===== src/rtl/ps2_rx_if.sv =====
// Read-side bus of the PS/2 receiver: head byte, valid and consumer ready.
interface ps2_rx_if;
    logic [7:0] rd_data;
    logic       rd_valid;
    logic       rd_ready;

    modport master (output rd_data, output rd_valid, input rd_ready);
    modport slave  (input rd_data, input rd_valid, output rd_ready);
endinterface


===== src/rtl/ps2_rx.sv =====
// PS/2 device-to-host receiver: synchronizes and de-glitches the PS/2 clock,
// decodes 11-bit frames and queues good bytes in a small FIFO.
module ps2_rx #(
    parameter int FILTER_LEN = 4,
    parameter int TIMEOUT    = 4096,
    parameter int FIFO_AW    = 2
) (
    input  logic     clk_core,
    input  logic     core_reset_n,
    input  logic     ps2_clk,
    input  logic     ps2_data,
    ps2_rx_if.master rd,
    output logic     inhibit,
    output logic     frame_err,
    output logic     overrun,
    input  logic     clr_err
);

    localparam int FCW   = $clog2(FILTER_LEN + 1);
    localparam int TCW   = $clog2(TIMEOUT + 1);
    localparam int DEPTH = 1 << FIFO_AW;
    localparam int CW    = FIFO_AW + 1;

    typedef enum logic [1:0] {
        IDLE   = 2'd0,
        DATA   = 2'd1,
        PARITY = 2'd2,
        STOP   = 2'd3
    } state_t;

    // Frame is accepted when the stop bit is 1 and data plus parity has odd weight.
    function automatic logic frame_ok(input logic [7:0] d, input logic p, input logic s);
        return s & (^{d, p});
    endfunction

    logic [1:0]         clk_sync_r;
    logic [1:0]         data_sync_r;
    logic               filt_r;
    logic               filt_d_r;
    logic [FCW-1:0]     filt_cnt_r;
    logic               clk_s;
    logic               data_s;
    logic               strobe_s;

    state_t             state_r;
    state_t             state_n;
    logic [2:0]         bit_cnt_r;
    logic [7:0]         shift_r;
    logic               par_r;
    logic [TCW-1:0]     to_cnt_r;
    logic               timeout_s;
    logic               good_s;
    logic               err_s;
    logic               push_r;

    logic [7:0]         mem_r [DEPTH];
    logic [FIFO_AW-1:0] wr_ptr_r;
    logic [FIFO_AW-1:0] rd_ptr_r;
    logic [CW-1:0]      cnt_r;
    logic [CW-1:0]      cnt_n;
    logic               rd_valid_r;
    logic               inhibit_r;
    logic               frame_err_r;
    logic               overrun_r;
    logic               full_s;
    logic               pop_s;
    logic               wr_s;
    logic               drop_s;

    assign clk_s     = clk_sync_r[1];
    assign data_s    = data_sync_r[1];
    assign strobe_s  = filt_d_r & ~filt_r;
    assign timeout_s = (state_r != IDLE) && (to_cnt_r == TCW'(TIMEOUT));

    // Two-flop synchronizers for the asynchronous pad inputs.
    always_ff @(posedge clk_core or negedge core_reset_n) begin
        if (!core_reset_n) begin
            clk_sync_r  <= 2'b11;
            data_sync_r <= 2'b11;
        end else begin
            clk_sync_r  <= {clk_sync_r[0], ps2_clk};
            data_sync_r <= {data_sync_r[0], ps2_data};
        end
    end

    // Glitch filter: the new level must persist FILTER_LEN samples to be taken.
    always_ff @(posedge clk_core or negedge core_reset_n) begin
        if (!core_reset_n) begin
            filt_r     <= 1'b1;
            filt_d_r   <= 1'b1;
            filt_cnt_r <= '0;
        end else begin
            filt_d_r <= filt_r;
            if (clk_s == filt_r) begin
                filt_cnt_r <= '0;
            end else if (filt_cnt_r == FCW'(FILTER_LEN - 1)) begin
                filt_r     <= clk_s;
                filt_cnt_r <= '0;
            end else begin
                filt_cnt_r <= filt_cnt_r + FCW'(1);
            end
        end
    end

    // Frame decoder state register.
    always_ff @(posedge clk_core or negedge core_reset_n) begin
        if (!core_reset_n) begin
            state_r <= IDLE;
        end else begin
            state_r <= state_n;
        end
    end

    // Frame decoder next state; a timeout overrides any strobe in the same cycle.
    always_comb begin
        state_n = state_r;
        good_s  = 1'b0;
        err_s   = 1'b0;
        if (timeout_s) begin
            state_n = IDLE;
            err_s   = 1'b1;
        end else if (strobe_s) begin
            case (state_r)
                IDLE: begin
                    if (!data_s) begin
                        state_n = DATA;
                    end else begin
                        state_n = IDLE;
                    end
                end
                DATA: begin
                    if (bit_cnt_r == 3'd7) begin
                        state_n = PARITY;
                    end else begin
                        state_n = DATA;
                    end
                end
                PARITY: state_n = STOP;
                STOP: begin
                    state_n = IDLE;
                    if (frame_ok(shift_r, par_r, data_s)) begin
                        good_s = 1'b1;
                    end else begin
                        err_s = 1'b1;
                    end
                end
                default: state_n = IDLE;
            endcase
        end else begin
            state_n = state_r;
        end
    end

    // Bit collection, timeout counting and the delayed push request.
    always_ff @(posedge clk_core or negedge core_reset_n) begin
        if (!core_reset_n) begin
            bit_cnt_r <= 3'd0;
            shift_r   <= 8'h00;
            par_r     <= 1'b0;
            to_cnt_r  <= '0;
            push_r    <= 1'b0;
        end else begin
            push_r <= good_s;
            if (strobe_s || (state_r == IDLE)) begin
                to_cnt_r <= '0;
            end else if (to_cnt_r != TCW'(TIMEOUT)) begin
                to_cnt_r <= to_cnt_r + TCW'(1);
            end
            if (state_r == IDLE) begin
                bit_cnt_r <= 3'd0;
            end else if (strobe_s && (state_r == DATA)) begin
                bit_cnt_r <= bit_cnt_r + 3'd1;
                shift_r   <= {data_s, shift_r[7:1]};
            end
            if (strobe_s && (state_r == PARITY)) begin
                par_r <= data_s;
            end
        end
    end

    assign full_s = (cnt_r == CW'(DEPTH));
    assign pop_s  = rd_valid_r & rd.rd_ready;
    assign wr_s   = push_r & (~full_s | pop_s);
    assign drop_s = push_r & full_s & ~pop_s;

    // FIFO occupancy after this cycle's push/pop.
    always_comb begin
        cnt_n = cnt_r;
        case ({wr_s, pop_s})
            2'b10:   cnt_n = cnt_r + CW'(1);
            2'b01:   cnt_n = cnt_r - CW'(1);
            default: cnt_n = cnt_r;
        endcase
    end

    // FIFO storage; cleared on reset so the head reads 0x00 out of reset.
    always_ff @(posedge clk_core or negedge core_reset_n) begin
        if (!core_reset_n) begin
            for (int i = 0; i < DEPTH; i++) begin
                mem_r[i] <= 8'h00;
            end
        end else if (wr_s) begin
            mem_r[wr_ptr_r] <= shift_r;
        end
    end

    // FIFO pointers, occupancy and registered status flags.
    always_ff @(posedge clk_core or negedge core_reset_n) begin
        if (!core_reset_n) begin
            wr_ptr_r    <= '0;
            rd_ptr_r    <= '0;
            cnt_r       <= '0;
            rd_valid_r  <= 1'b0;
            inhibit_r   <= 1'b0;
            frame_err_r <= 1'b0;
            overrun_r   <= 1'b0;
        end else begin
            if (wr_s) begin
                wr_ptr_r <= wr_ptr_r + FIFO_AW'(1);
            end
            if (pop_s) begin
                rd_ptr_r <= rd_ptr_r + FIFO_AW'(1);
            end
            cnt_r      <= cnt_n;
            rd_valid_r <= (cnt_n != CW'(0));
            inhibit_r  <= (cnt_n == CW'(DEPTH));
            if (err_s) begin
                frame_err_r <= 1'b1;
            end else if (clr_err) begin
                frame_err_r <= 1'b0;
            end
            if (drop_s) begin
                overrun_r <= 1'b1;
            end else if (clr_err) begin
                overrun_r <= 1'b0;
            end
        end
    end

    assign rd.rd_data  = mem_r[rd_ptr_r];
    assign rd.rd_valid = rd_valid_r;
    assign inhibit     = inhibit_r;
    assign frame_err   = frame_err_r;
    assign overrun     = overrun_r;

endmodule


===== src/flat_wrapper.sv =====
// flat-port wrapper written by rule: the top's interface ports become plain ports
module ps2_rx_flat 
#(
    parameter int FILTER_LEN = 4,
    parameter int TIMEOUT    = 4096,
    parameter int FIFO_AW    = 2
)
  (clk_core, core_reset_n, ps2_clk, ps2_data, inhibit, frame_err, overrun, clr_err, rd_rd_data, rd_rd_valid, rd_rd_ready);
  ps2_rx_if rd_i ();
  input  logic clk_core;
  input  logic core_reset_n;
  input  logic ps2_clk;
  input  logic ps2_data;
  output logic inhibit;
  output logic frame_err;
  output logic overrun;
  input  logic clr_err;
  output wire logic [$bits(rd_i.rd_data)-1:0] rd_rd_data;
  output wire logic [$bits(rd_i.rd_valid)-1:0] rd_rd_valid;
  input wire logic [$bits(rd_i.rd_ready)-1:0] rd_rd_ready;
  assign rd_rd_data = rd_i.rd_data;
  assign rd_rd_valid = rd_i.rd_valid;
  assign rd_i.rd_ready = rd_rd_ready;
  ps2_rx #(.FILTER_LEN(FILTER_LEN), .TIMEOUT(TIMEOUT), .FIFO_AW(FIFO_AW)) u_core (.clk_core(clk_core), .core_reset_n(core_reset_n), .ps2_clk(ps2_clk), .ps2_data(ps2_data), .rd(rd_i), .inhibit(inhibit), .frame_err(frame_err), .overrun(overrun), .clr_err(clr_err));
endmodule

===== config.mk =====
export PLATFORM = sky130hd
export DESIGN_NAME = ps2_rx_flat
export DESIGN_NICKNAME = d
export VERILOG_FILES = /design/src/rtl/ps2_rx_if.sv /design/src/rtl/ps2_rx.sv /design/src/flat_wrapper.sv
export SDC_FILE = /design/constraint.sdc
export NUM_CORES = 1
export LEC_CHECK = 0
export CORE_ASPECT_RATIO = 0.5
export CORE_MARGIN = 2
export CORE_UTILIZATION = 59
export DETAILED_ROUTE_END_ITERATION = 8
export GPL_ROUTABILITY_DRIVEN = 0
export PLACE_DENSITY = 0.78
export SETUP_SLACK_MARGIN = 0.5
export SLEW_MARGIN = 15
export SYNTH_ARGS = -nofsm -noshare
export SYNTH_HDL_FRONTEND = slang
export SYNTH_SLANG_ARGS = --single-unit

===== constraint.sdc =====
create_clock -name clk_core -period 2.25 [get_ports clk_core]
set_input_delay 0.3375 -clock clk_core [delete_from_list [all_inputs] [get_ports clk_core]]
set_output_delay 0.3375 -clock clk_core [all_outputs]
set_load 0.1 [all_outputs]

After elaboration in Yosys (flattened, before gate mapping)

Index checks and enable logic that the tools add are counted.

Flip-flop bits (word level): 80

Reduce and logical (&&, ||, !) cells: 16
$add $sub $neg: 7
Magnitude comparators: 3
Mux-type cells: 29
Equality and inequality tests: 12
Bitwise operators: 14

Operator list:

| kind                  | number |
|---|---|
| $bwmux 32             | 1 |
| $mux 13               | 2 |
| $mux 8                | 3 |
| $bmux 8 s2            | 1 |
| $demux 8 s2           | 1 |
| $add 13x1->13 const B | 1 |
| $eq 13x13->1 const B  | 1 |
| $ne 13x13->1 const B  | 1 |
| $mux 1                | 12 |
| $mux 3                | 4 |
| $reduce_bool 2->1     | 6 |
| $add 3x1->3 const B   | 3 |
| $eq 3x3->1 const B    | 3 |
| $reduce_xor 9->1      | 1 |
| $pmux 2 s4            | 1 |
| $and 1x1->1           | 6 |
| $eq 2x2->1 const B    | 3 |
| $ge 3x3->1 const B    | 2 |
| $mux 2                | 3 |
| $not 2->3             | 2 |
| $pmux 3 s2            | 1 |
| $not 1->1             | 5 |
| $add 2x1->2 const B   | 2 |
| $eq 2x1->1 const B    | 2 |
| 10 further kinds      | 14 |

Depth between registers and ports, before layout

Gate-level depths: netlist of the first run.

Depth in word-level cells: 7
Gate-level depth with buffers: 9
Gate-level depth less buffers: 9

Worst setup path before layout of the first run

No wires, ideal clock.

Path kind: register -> register
From: register u_core.rd_valid_r (netlist: u_core.rd.rd_valid)
To: register u_core.rd_valid_r (netlist: u_core.rd.rd_valid)
Library setup time: 129 ps
Buffers on the path: 0
Clock period less this slack: 2815 ps
Slack: -565 ps
Arrival: 2686 ps
Cell stages (with the launch flop): 10
Required time: 2121 ps
Cells stage by stage: dfrtp_1 nand2_1 a31oi_4 inv_1 ha_1 fa_1 xnor2_1 nor2_1 xnor2_1 nand2_1

Cells in the longest elaborated chain, start to end: 6
Elaborated cells on any way between the ends: 7
Classes of those cells: eq/ne: 2; mux: 1; bitwise: 3; reduce/logical: 1

Ends and longest elaborated chain:

| item                                            | line          | RTL |
|---|---|---|
| from (decl)                                     | ps2_rx.sv:61  | `logic rd_valid_r;` |
| from (signal assigned)                          | ps2_rx.sv:225 | `rd_valid_r <= (cnt_n != CW'(0));` |
| $and 1x1->1 *                                   | ps2_rx.sv:182 | `assign pop_s = rd_valid_r & rd.rd_ready;` |
| $or 1x1->1                                      | ps2_rx.sv:183 | `assign wr_s = push_r & (~full_s \| pop_s);` |
| $and 1x1->1                                     | ps2_rx.sv:183 |  |
| $eq 2x1->1 / $eq 2x2->1 (equally long branches) | ps2_rx.sv:189 | `case ({wr_s, pop_s})` |
| $pmux 3 s2 *                                    | ps2_rx.sv:189 |  |
| $reduce_bool 3->1 *                             | ps2_rx.sv:225 |  |

Every way passes the cells marked *; elsewhere a longest branch is shown, timed or not.
A chain may end at the register's enable or synchronous reset.

Final worst setup path of the first run

From: register u_core.rd_ptr_r[0]
To: output port rd_rd_data[0]

Cells in the longest elaborated chain, start to end: 4

Ends and longest elaborated chain:

| item                                      | line               | RTL |
|---|---|---|
| from (decl)                               | ps2_rx.sv:58       | `logic [FIFO_AW-1:0] rd_ptr_r;` |
| from (signal assigned)                    | ps2_rx.sv:222      | `rd_ptr_r <= rd_ptr_r + FIFO_AW'(1);` |
| $not 2->3 (implied by the code)           | ps2_rx.sv:240      | `assign rd.rd_data = mem_r[rd_ptr_r];` |
| $bmux 8 s2                                | ps2_rx.sv:240      |  |
| $mux 8 (implied by the code) (2 in a row) | ps2_rx.sv:240      |  |
| to (decl)                                 | flat_wrapper.sv:18 | `output wire logic [$bits(rd_i.rd_data)-1:0] rd_rd_data;` |

No other way between the ends. The select of a mux whose other input is x is not followed.

==> metrics.yaml, run 1 <==
setup_path:
  crit_type: "reg -> out"
  crit_required_ps: 1910
  cp-end-kind: "output pin"
  startpoint_type: "flop"
  path_max_fanout: 8
  crit_arrival_ps: 1650
yosys:
  synth.avg_cell_area_um2: 13.4
  synth_cell_types: 40
  ys_ff_latch: 80
  ys.flop_type: "dfrtp_1"
  async_flop_share_pct: 100
  ys_seq_area_share_pct: 55.6
  synth_enable_flop_cells: 0
  syn-num-nets: 286
  ys_warn_count: 0
  syn_area_um2: 3620
  synth_cells: 269
final_layout:
  drive_gt1_share_pct: 39.4
  mostFrequentLayoutCells: "72 x dfrtp_1, 41 x mux2_2, 23 x buf_4"
  nNetsFinal: 327
  final_util_pct: 74.1
  area_growth_pct: 23.0
  instances_no_fill: 392
  num_antenna_cells: 0
  final_common_cell: "dfrtp_1"
  final_area_um2: 4450
timing:
  finalSetupViolations: 0
  fin_crit_sh_pct: 88.2
  hold_viol_final: 0
  rsz0062_at_grt: "yes"
  clock_skew_ps: 6.85
  slew_violations: 0
  period_minus_slack_ps: 1980
  worst_slack_ps: 266
  slew_headroom_pct: 58.6
  max_slew.worst_pin.slew_ps: 621
  max_freq_mhz: 504
power_and_ir_drop:
  p_per_area_nw_per_um2: 1120
  p_total_mw: 4.99
  clkPwrFrac_pct: 30.5
  p_switching_mw: 1.56
  p_sw_share_pct: 31.3
  leakagePower_nw: 2.06
  combPwrFrac_pct: 29.3
  irDropWorstVdd_uv: 661
  intPower_mw: 3.43
  p_seq_share_pct: 40.1
cts:
  cts.sinks: 80
  cts_hold_buf: 0
  clk_latency_ps: 340
  clkTransAtPathRegs_ps: 60
  cts_tree: "built"
  numCtsBuffers: 9
  htree_num_levels: 3
  clock_path_buffers: 2
  cts_root_buffer: "clkbuf_16"
placement:
  io_buffer_count: 17
  dp_hpwl_um: 4270
  place_ws_ps: -48.1
  placed_area_um2: 3980
  dpl.cell_count: 362
die:
  fp.dieW_um: 115
  rows: 20
  dieArea_um2: 6810
  core_area_um2: 6010
  start_util_pct: 60.2
  io_pins: 18
  die_height_um: 59.4
outcome:
  outcome: "complete, no violations"
global_routing:
  grt_usage_pct: 23.2
  grt_pass1_vias: 2332
  grt_max_degree: 51
  antenna_found_initial: 0
  overflow: 0
  grt_pass1_wl_um: 11500
drt:
  postRouteAntennaNets: 0
  drtPass1Iterations: 4
  viasPerCell: 5.70
  wl_per_cell_um: 17.4
  vias: 2234
  wirelength_um: 6840
  drc: 0
  drt_iter0_markers: 105
min_path:
  hold_path_class: "in -> async"
flow_run:
  maxCapViolCount: 0
worst max-delay path: stages (launching register included):
cell and delay, ps:
dfrtp_1 380, buf_8 170, mux4_2 560, buf_12 190
metal layers:
layer | wire, um | GRT usage, %
met5 | 0 | 0
met1 | 3020 | 28.5
met2 | 3450 | 39.5
met3 | 273 | 7.77
met4 | 101 | 7.92
Yosys cell counts, types with 2 or more instances:
| master | number | area (um2) |
|---|---|---|
| dfrtp_1 | 74 | 1850 |
| mux2_2 | 42 | 473 |
| xnor2_1 | 20 | 175 |
| nor2_1 | 15 | 56.3 |
| inv_1 | 12 | 45.0 |
| ha_1 | 10 | 125 |
| mux4_2 | 8 | 180 |
| nand2_1 | 8 | 30.0 |
| dfstp_2 | 6 | 158 |
| nor3_1 | 6 | 30.0 |
| a21oi_1 | 5 | 25.0 |
| a22o_1 | 5 | 43.8 |
| nand3_1 | 5 | 25.0 |
| nor2b_1 | 5 | 31.3 |
| and3_1 | 4 | 25.0 |
| buf_2 | 4 | 20.0 |
| nand2_2 | 4 | 25.0 |
| o21ai_0 | 4 | 20.0 |
| clkbuf_1 | 3 | 11.3 |
| nand4_1 | 3 | 18.8 |
| xor2_1 | 3 | 26.3 |
| mux2_1 | 2 | 22.5 |
| nor3b_1 | 2 | 15.0 |
| nor4_1 | 2 | 12.5 |
| nor4b_1 | 2 | 17.5 |
logic make-up (layout without fill, tap and decap cells):
| family | after synthesis | count (layout) | share of synthesized area [%] |
|---|---|---|---|
| flip-flops | 80 | 80 | 55.6 |
| AND/OR/NAND/NOR | 64 | 64 | 9.51 |
| multiplexers | 53 | 53 | 19.0 |
| XOR/XNOR | 24 | 24 | 6.19 |
| buffers and inverters | 19 | 65 | 2.11 |
| AO/OA/AOI/OAI | 18 | 18 | 3.67 |
| adder cells (fa/ha/maj) | 11 | 11 | 4.01 |
state kept, by name, summed over array words and instances (netlist names):
| name | count |
|---|---|
| u_core.mem_r | 32 |
| u_core.to_cnt_r | 13 |
| u_core.shift_r | 8 |
| u_core.bit_cnt_r | 3 |
| u_core.cnt_r | 3 |
| u_core.filt_cnt_r | 3 |
| u_core.clk_sync_r | 2 |
| u_core.data_sync_r | 2 |
| u_core.rd_ptr_r | 2 |
| u_core.state_r | 2 |
| u_core.wr_ptr_r | 2 |
| u_core.filt_d_r | 1 |
| u_core.filt_r | 1 |
| u_core.frame_err | 1 |
| u_core.inhibit | 1 |
| u_core.overrun | 1 |
| u_core.par_r | 1 |
| u_core.push_r | 1 |
| u_core.rd.rd_valid | 1 |
layout make-up:
class | instances | area (um2)
clock buffer | 10 | 229
clock inverter | 6 | 83.8
fill | 367 | 1560
inverter | 12 | 45.0
multi-input combinational | 170 | 1580
sequential | 80 | 2010
tap | 77 | 96.3
timing repair buffer | 37 | 398
final timing paths:
path,startpoint,endpoint,slack (ps),cells after the start
max reg2reg,u_core.rd.rd_valid,u_core.rd.rd_valid,360,9
max in group asynchronous,core_reset_n,u_core.shift_r[7],1550,2
min in group clk_core,u_core.data_sync_r[0],u_core.data_sync_r[1],350,0
min,core_reset_n,u_core.to_cnt_r[6],20,1
min reg2reg,u_core.data_sync_r[0],u_core.data_sync_r[1],350,0
max,u_core.rd_ptr_r[0],rd_rd_data[0],270,3
power groups by stage:
stage	Sequential, mW	Clock (mW)	Combinational (mW)
5_1_grt	2.04	1.61	1.59
6_report	2.00	1.52	1.46
3_5_place_dp	2.02	0	1.18
4_1_cts	1.99	1.55	1.42
2_1_floorplan	1.94	0	0.931
3_3_place_gp	1.99	0	1.11
stage by stage:
step / hold WS [ps] / setup TNS, ps
after global placement: 346 / 0
after global routing: 78.8 / 0
final: 18.2 / 0
after floorplan: 41.9 / 0
after detailed placement: 351 / -96.4
after CTS: 36.0 / 0
repair_timing:
| action | in CTS | in global routing |
|---|---|---|
| pin swaps | 3 | 3 |
| buffers inserted | 12 | 2 |
| gates resized for setup | 9 | 6 |
| endpoints found under the setup margin | 12 | 33 |
Note: power is estimated with default switching activity, not from simulation.
==> run 2, diff against run 1 <==
--- a/config.mk
+++ b/config.mk
@@ -10,6 +10,7 @@
 export CORE_UTILIZATION = 59
 export DETAILED_ROUTE_END_ITERATION = 8
 export GPL_ROUTABILITY_DRIVEN = 0
+export GPL_TIMING_DRIVEN = 0
 export PLACE_DENSITY = 0.78
 export SETUP_SLACK_MARGIN = 0.5
 export SLEW_MARGIN = 15
==> constraint.sdc (replaced) <==
create_clock -name clk_core -period 2.25 [get_ports clk_core]
set_input_delay 0.3375 -clock clk_core [delete_from_list [all_inputs] [get_ports clk_core]]
set_output_delay 0.3375 -clock clk_core [all_outputs]
set_load 0.01 [all_outputs]
==> metrics.yaml, run 2 (synthesis gave the netlist of run 1 again) <==
outcome:
  outcome: "complete, no violations"
die:
  dieArea_um2: 6810  # unchanged
  die_height_um: 59.4  # unchanged
  start_util_pct: 60.2  # unchanged
  io_pins: 18  # unchanged
  rows: 20  # unchanged
  fp.dieW_um: 115  # unchanged
  core_area_um2: 6010  # unchanged
timing:
  clock_skew_ps: 3.13  # -3.72 ps
  max_slew.worst_pin.slew_ps: 416  # -205 ps
  finalSetupViolations: 0  # unchanged
  max_freq_mhz: 519  # +2.9%
  slew_violations: 0  # unchanged
  hold_viol_final: 0  # unchanged
  fin_tns_setup_ps: 0  # unchanged
  slew_headroom_pct: 72.2  # +14 points
  fin_crit_sh_pct: 85.7  # -2.5 points
  period_minus_slack_ps: 1930  # -55.7 ps
  rsz0062_at_grt: "yes"
drt:
  wirelength_um: 7050  # +3.1%
  viasPerCell: 5.64  # -1.1%
  drt_iter0_markers: 107  # +1.9%
  postRouteAntennaNets: 0  # unchanged
  drtPass1Iterations: 4  # unchanged
  wl_per_cell_um: 17.7  # +1.3%
  vias: 2249  # +0.67%
  drc: 0  # unchanged
final_layout:
  num_antenna_cells: 0  # unchanged
  regMostFlops: "u_core.mem_r"
  largest_reg_flops: 32  # unchanged
  mostFrequentLayoutCells: "72 x dfrtp_1, 41 x mux2_2, 18 x xnor2_1"
  final_common_cell: "dfrtp_1"
  final_area_um2: 4490  # +0.93%
  final_util_pct: 74.8  # +0.69 points
  area_growth_pct: 24.1
  reg_top3: "u_core.mem_r x32, u_core.to_cnt_r x13, u_core.shift_r x8"
  nNetsFinal: 335  # +2.4%
  drive_gt1_share_pct: 39.1  # -0.23 points
min_path:
  hold_path_class: "reg -> reg"
power_and_ir_drop:
  p_sw_share_pct: 29.7  # -1.5 points
  irDropWorstVdd_uv: 663  # +0.31%
  clkPwrFrac_pct: 31.8  # +1.3 points
  leakagePower_nw: 2.10  # +1.9%
  p_total_mw: 5.10  # +2.2%
  p_per_area_nw_per_um2: 1140  # +1.3%
  p_switching_mw: 1.52  # -2.8%
  intPower_mw: 3.59  # +4.5%
  combPwrFrac_pct: 29.9  # +0.6 points
  p_seq_share_pct: 38.3  # -1.8 points
cts:
  cts.sinks: 80  # unchanged
  cts_tree: "built"
  numCtsBuffers: 9  # unchanged
  clock_path_buffers: 2  # unchanged
  clk_latency_ps: 320  # -20 ps
  clkTransAtPathRegs_ps: 60  # about the same
  cts_root_buffer: "clkbuf_16"
  htree_num_levels: 3  # unchanged
setup_path:
  crit_arrival_ps: 1590  # -60 ps
  crit_top_cell: "buf_6"
  worstPathCellList: "buf_8, buf_6, mux4_2, buf_6"
  cp-end-kind: "output pin"
  slowest_stage: "mux4_2"
  crit_required_ps: 1910  # about the same
  startpoint_type: "flop"
  cpPeakStageDelay_ps: 490  # -70 ps
  worst-path-buf-inv: 3  # +1
  path_max_fanout: 6  # -2
  crit_type: "reg -> out"
  cp_top_family: "multiplexers"
global_routing:
  grt_max_degree: 56  # +9.8%
  grt_usage_pct: 22.7  # -0.47 points
  antenna_found_initial: 0  # unchanged
  grt_pass1_vias: 2358  # +1.1%
  overflow: 0  # unchanged
  grt_pass1_wl_um: 11300  # -1.4%
placement:
  io_buffer_count: 17  # unchanged
  placed_area_um2: 3920  # -1.6%
  dp_hpwl_um: 4250  # -0.54%
flow_run:
  maxCapViolCount: 0  # unchanged
run 2: final timing paths:
kind / from / endpoint / slack (ps) / cells past startpoint
worst max-delay path: u_core.rd_ptr_r[0] / rd_rd_data[4] / 320 / 4
worst min-delay path: u_core.clk_sync_r[0] / u_core.clk_sync_r[1] / 360 / 0
worst max register to register: u_core.cnt_r[0] / u_core.rd.rd_valid / 340 / 8
worst min register to register: u_core.clk_sync_r[0] / u_core.clk_sync_r[1] / 360 / 0
max in group asynchronous: core_reset_n / u_core.filt_d_r / 1160 / 3
min in group asynchronous: core_reset_n / u_core.to_cnt_r[8] / 480 / 2
run 2: worst reg2reg max path, stage by stage (launching register included):
cell and delay (ps):
dfrtp_2 450, nor2_4 160, a31oi_4 100, inv_2 70, ha_4 140, fa_2 430
mux2_4 300, nor2_1 90, nand2_1 60
run 2: power by group through the flow:
stage / registers (mW) / clock network [mW] / logic (mW)
floorplan: 1.89 / 0 / 0.932
global placement: 1.93 / 0 / 1.13
detailed placement: 1.95 / 0 / 1.19
CTS: 1.94 / 1.63 / 1.42
global route: 1.99 / 1.70 / 1.65
finish: 1.95 / 1.62 / 1.53
run 2: through the flow:
step	setup WS (ps)	hold WS (ps)	std cells
final	321	356	399
after detailed placement	-294	275	364
after global placement	-1700	347	363
after global routing	266	361	399
after floorplan	293	41.9	269
after CTS	347	356	389
run 2: what timing repair did:
action	4_1_cts	5_1_grt
hold buffers	1	0
setup endpoints to repair	13	22
hold endpoints to repair	23	0
gates resized for setup	50	11
pin swaps	7	8
buffers inserted	9	10
run 2: per-layer routing:
layer | track usage, % | part of all wire [%] | routed length (um)
met1 | 26.9 | 43 | 3030
met2 | 41.8 | 52 | 3700
met3 | 5.73 | 3.2 | 229
met4 | 7.23 | 1.3 | 95
met5 | 0 | 0 | 0
run 2: layout make-up:
type / count / area, um2
Sequential cell: 80 / 2010
Multi-Input combinational cell: 170 / 1590
Fill cell: 355 / 1520
Timing Repair Buffer: 38 / 362
Clock buffer: 9 / 225
Clock inverter: 6 / 109
Tap cell: 77 / 96.3
Buffer: 7 / 51.3
Inverter: 12 / 45.0
==> run 3, diff against run 2 <==
--- a/config.mk
+++ b/config.mk
@@ -12,7 +12,7 @@
 export GPL_ROUTABILITY_DRIVEN = 0
 export GPL_TIMING_DRIVEN = 0
 export PLACE_DENSITY = 0.78
-export SETUP_SLACK_MARGIN = 0.5
+export SETUP_SLACK_MARGIN = 0.1
 export SLEW_MARGIN = 15
 export SYNTH_ARGS = -nofsm -noshare
 export SYNTH_HDL_FRONTEND = slang
==> metrics.yaml, run 3 (synthesis gave the netlist of run 1 again) <==
power_and_ir_drop:
  irDropWorstVdd_uv: 792  # +19%
  leakagePower_nw: 1.98  # -5.7%
  p_total_mw: 4.59  # -10%
  p_per_area_nw_per_um2: 1080  # -4.7%
final_layout:
  final_util_pct: 70.6  # -4.1 points
  mostFrequentLayoutCells: "74 x dfrtp_1, 42 x mux2_2, 18 x xnor2_1"
  area_growth_pct: 17.3
  nNetsFinal: 316  # -5.7%
  multi_input_area_um2: 1560  # -1.7%
  largest_reg_flops: 32  # unchanged
  regArea_um2: 2010  # -0.12%
  num_antenna_cells: 0  # unchanged
  nFillCells: 410  # +15%
  drive_gt1_share_pct: 30.1  # -9.0 points
  final_common_cell: "dfrtp_1"
  reg_top3: "u_core.mem_r x32, u_core.to_cnt_r x13, u_core.shift_r x8"
  regMostFlops: "u_core.mem_r"
cts:
  numCtsBuffers: 9  # unchanged
  htree_num_levels: 3  # unchanged
  cts_root_buffer: "clkbuf_16"
  cts.sinks: 80  # unchanged
  clock_path_buffers: 2  # unchanged
  clk_latency_ps: 330  # about the same
  clkTransAtPathRegs_ps: 50  # about the same
  cts_tree: "built"
drt:
  postRouteAntennaNets: 0  # unchanged
  viasPerCell: 5.73  # +1.6%
  wl_per_cell_um: 17.0  # -3.7%
  wirelength_um: 6450  # -8.5%
  drc: 0  # unchanged
  drtPass1Iterations: 4  # unchanged
  drt_iter0_markers: 151  # +41%
  vias: 2170  # -3.5%
global_routing:
  grt_pass1_vias: 2199  # -6.7%
  grt_max_degree: 68  # +21%
  overflow: 0  # unchanged
  busiest_layer: "met2"
  antenna_found_initial: 0  # unchanged
  grtUsageMet2_pct: 36.0  # -5.7 points
  grt_pass1_wl_um: 10600  # -6.2%
  grt_usage_pct: 21.2  # -1.4 points
  met1_usage_pct: 26.3  # -0.59 points
  grt_use_met3_pct: 8.69  # +3.0 points
setup_path:
  startpoint_type: "flop"
  crit_arrival_ps: 2270  # +680 ps
  r2r-start: "u_core.cnt_r[0]"
  r2r_setup_slack_ps: 200  # -140 ps
  worst_r2r_endpoint: "u_core.rd.rd_valid"
  path_max_fanout: 3  # -3
  cp-end-kind: "flop"
  crit_required_ps: 2460  # +550 ps
  reg2reg_depth: 8  # unchanged
  crit_type: "reg -> reg"
die:
  core_area_um2: 6010  # unchanged
  die_height_um: 59.4  # unchanged
  start_util_pct: 60.2  # unchanged
  dieArea_um2: 6810  # unchanged
  io_pins: 18  # unchanged
  fp.dieW_um: 115  # unchanged
  rows: 20  # unchanged
timing:
  max_freq_mhz: 487  # -6.0%
  max_slew.worst_pin.slew_ps: 463  # +46.8 ps
  slew_violations: 0  # unchanged
  hold_viol_final: 0  # unchanged
  rsz0062_at_grt: "no"
  slew_headroom_pct: 69.1  # -3.1 points
  finalSetupViolations: 0  # unchanged
  hold_ws_ps: 354  # -2.07 ps
  fin_crit_sh_pct: 91.2  # +5.5 points
  period_minus_slack_ps: 2050  # +123 ps
  clock_skew_ps: 6.47  # +3.35 ps
min_path:
  hold_path_class: "reg -> reg"
  hp-start: "u_core.clk_sync_r[0]"
  min_to: "u_core.clk_sync_r[1]"
  whs_path_depth: 0  # unchanged
flow_run:
  maxCapViolCount: 0  # unchanged
outcome:
  outcome: "complete, no violations"
placement:
  dp_hpwl_um: 4170  # -1.9%
  io_buffer_count: 17  # unchanged
## run 3: changes by cell type in the layout (fill, tap and decap cells not counted), sizes merged
cell,previous run,this run
clkinv,3,2
buf,32,7
clkdlybuf4s50,7,8
dlygate4sd2,1,8
bufinv,3,1
## run 3: how the worst max path moves through the flow
stage                       startpoint                  to  slack [ps]
floorplan           u_core.rd.rd_valid  u_core.rd.rd_valid         150
global placement          core_reset_n    u_core.mem_r[28]       -1710
detailed placement         rd_rd_ready      u_core.inhibit        -500
CTS                    u_core.cnt_r[0]      u_core.inhibit         140
global route           u_core.cnt_r[0]  u_core.rd.rd_valid          80
finish                 u_core.cnt_r[0]  u_core.rd.rd_valid         200
## run 3: repair_timing
| item | in CTS | in global routing |
|---|---|---|
| setup buffers | 1 | 0 |
| cloned | 0 | 0 |
| gates resized for setup | 13 | 6 |
| endpoints found under the setup margin | 12 | 3 |
| hold endpoints to repair | 10 | 0 |
| hold buffers | 1 | 0 |
| pin swaps | 3 | 1 |
## run 3: area by class of cell
class | instances | area share (%)
plain buffers | 6 | 0.885
clock buffers | 11 | 5.72
clock inverters | 3 | 1.03
inverters | 12 | 1.06
multi-input cells | 170 | 36.9
flip-flops and latches | 80 | 47.4
well taps | 77 | 2.27
repair buffers | 20 | 4.78
## run 3: report_power, final
group          internal (mW)  leakage (nW)  switching (mW)
registers               1.67          1.06           0.316
clock network          0.876         0.141           0.525
logic                  0.653         0.784           0.553
total                   3.20          1.98            1.39
## run 3: per-layer routing
layer | vias up | part of all wire (%)
met2 | 26 | 51
li1 | 1009 | -
met4 | 0 | 1.0
met1 | 1128 | 44
met3 | 7 | 4.0
met5 | - | 0
## run 3: critical path, cell delays in order, from the launching register on
cell and delay, ps:
dfrtp_1 450, nor2_4 180, a31oi_4 100, inv_1 80, ha_2 230, fa_2 450
mux2_2 300, nor2_1 90, nand2_1 60
## run 3: through the flow
stage               instance area, um2  worst slack [ps]  TNS, ps  cells
CTS                               4210               137        0    379
floorplan                         3620               153        0    269
detailed placement                3910              -502    -1780    364
global placement                  3880             -1710  -132840    363
global route                      4240              78.3        0    379
finish                            4240               198        0    379
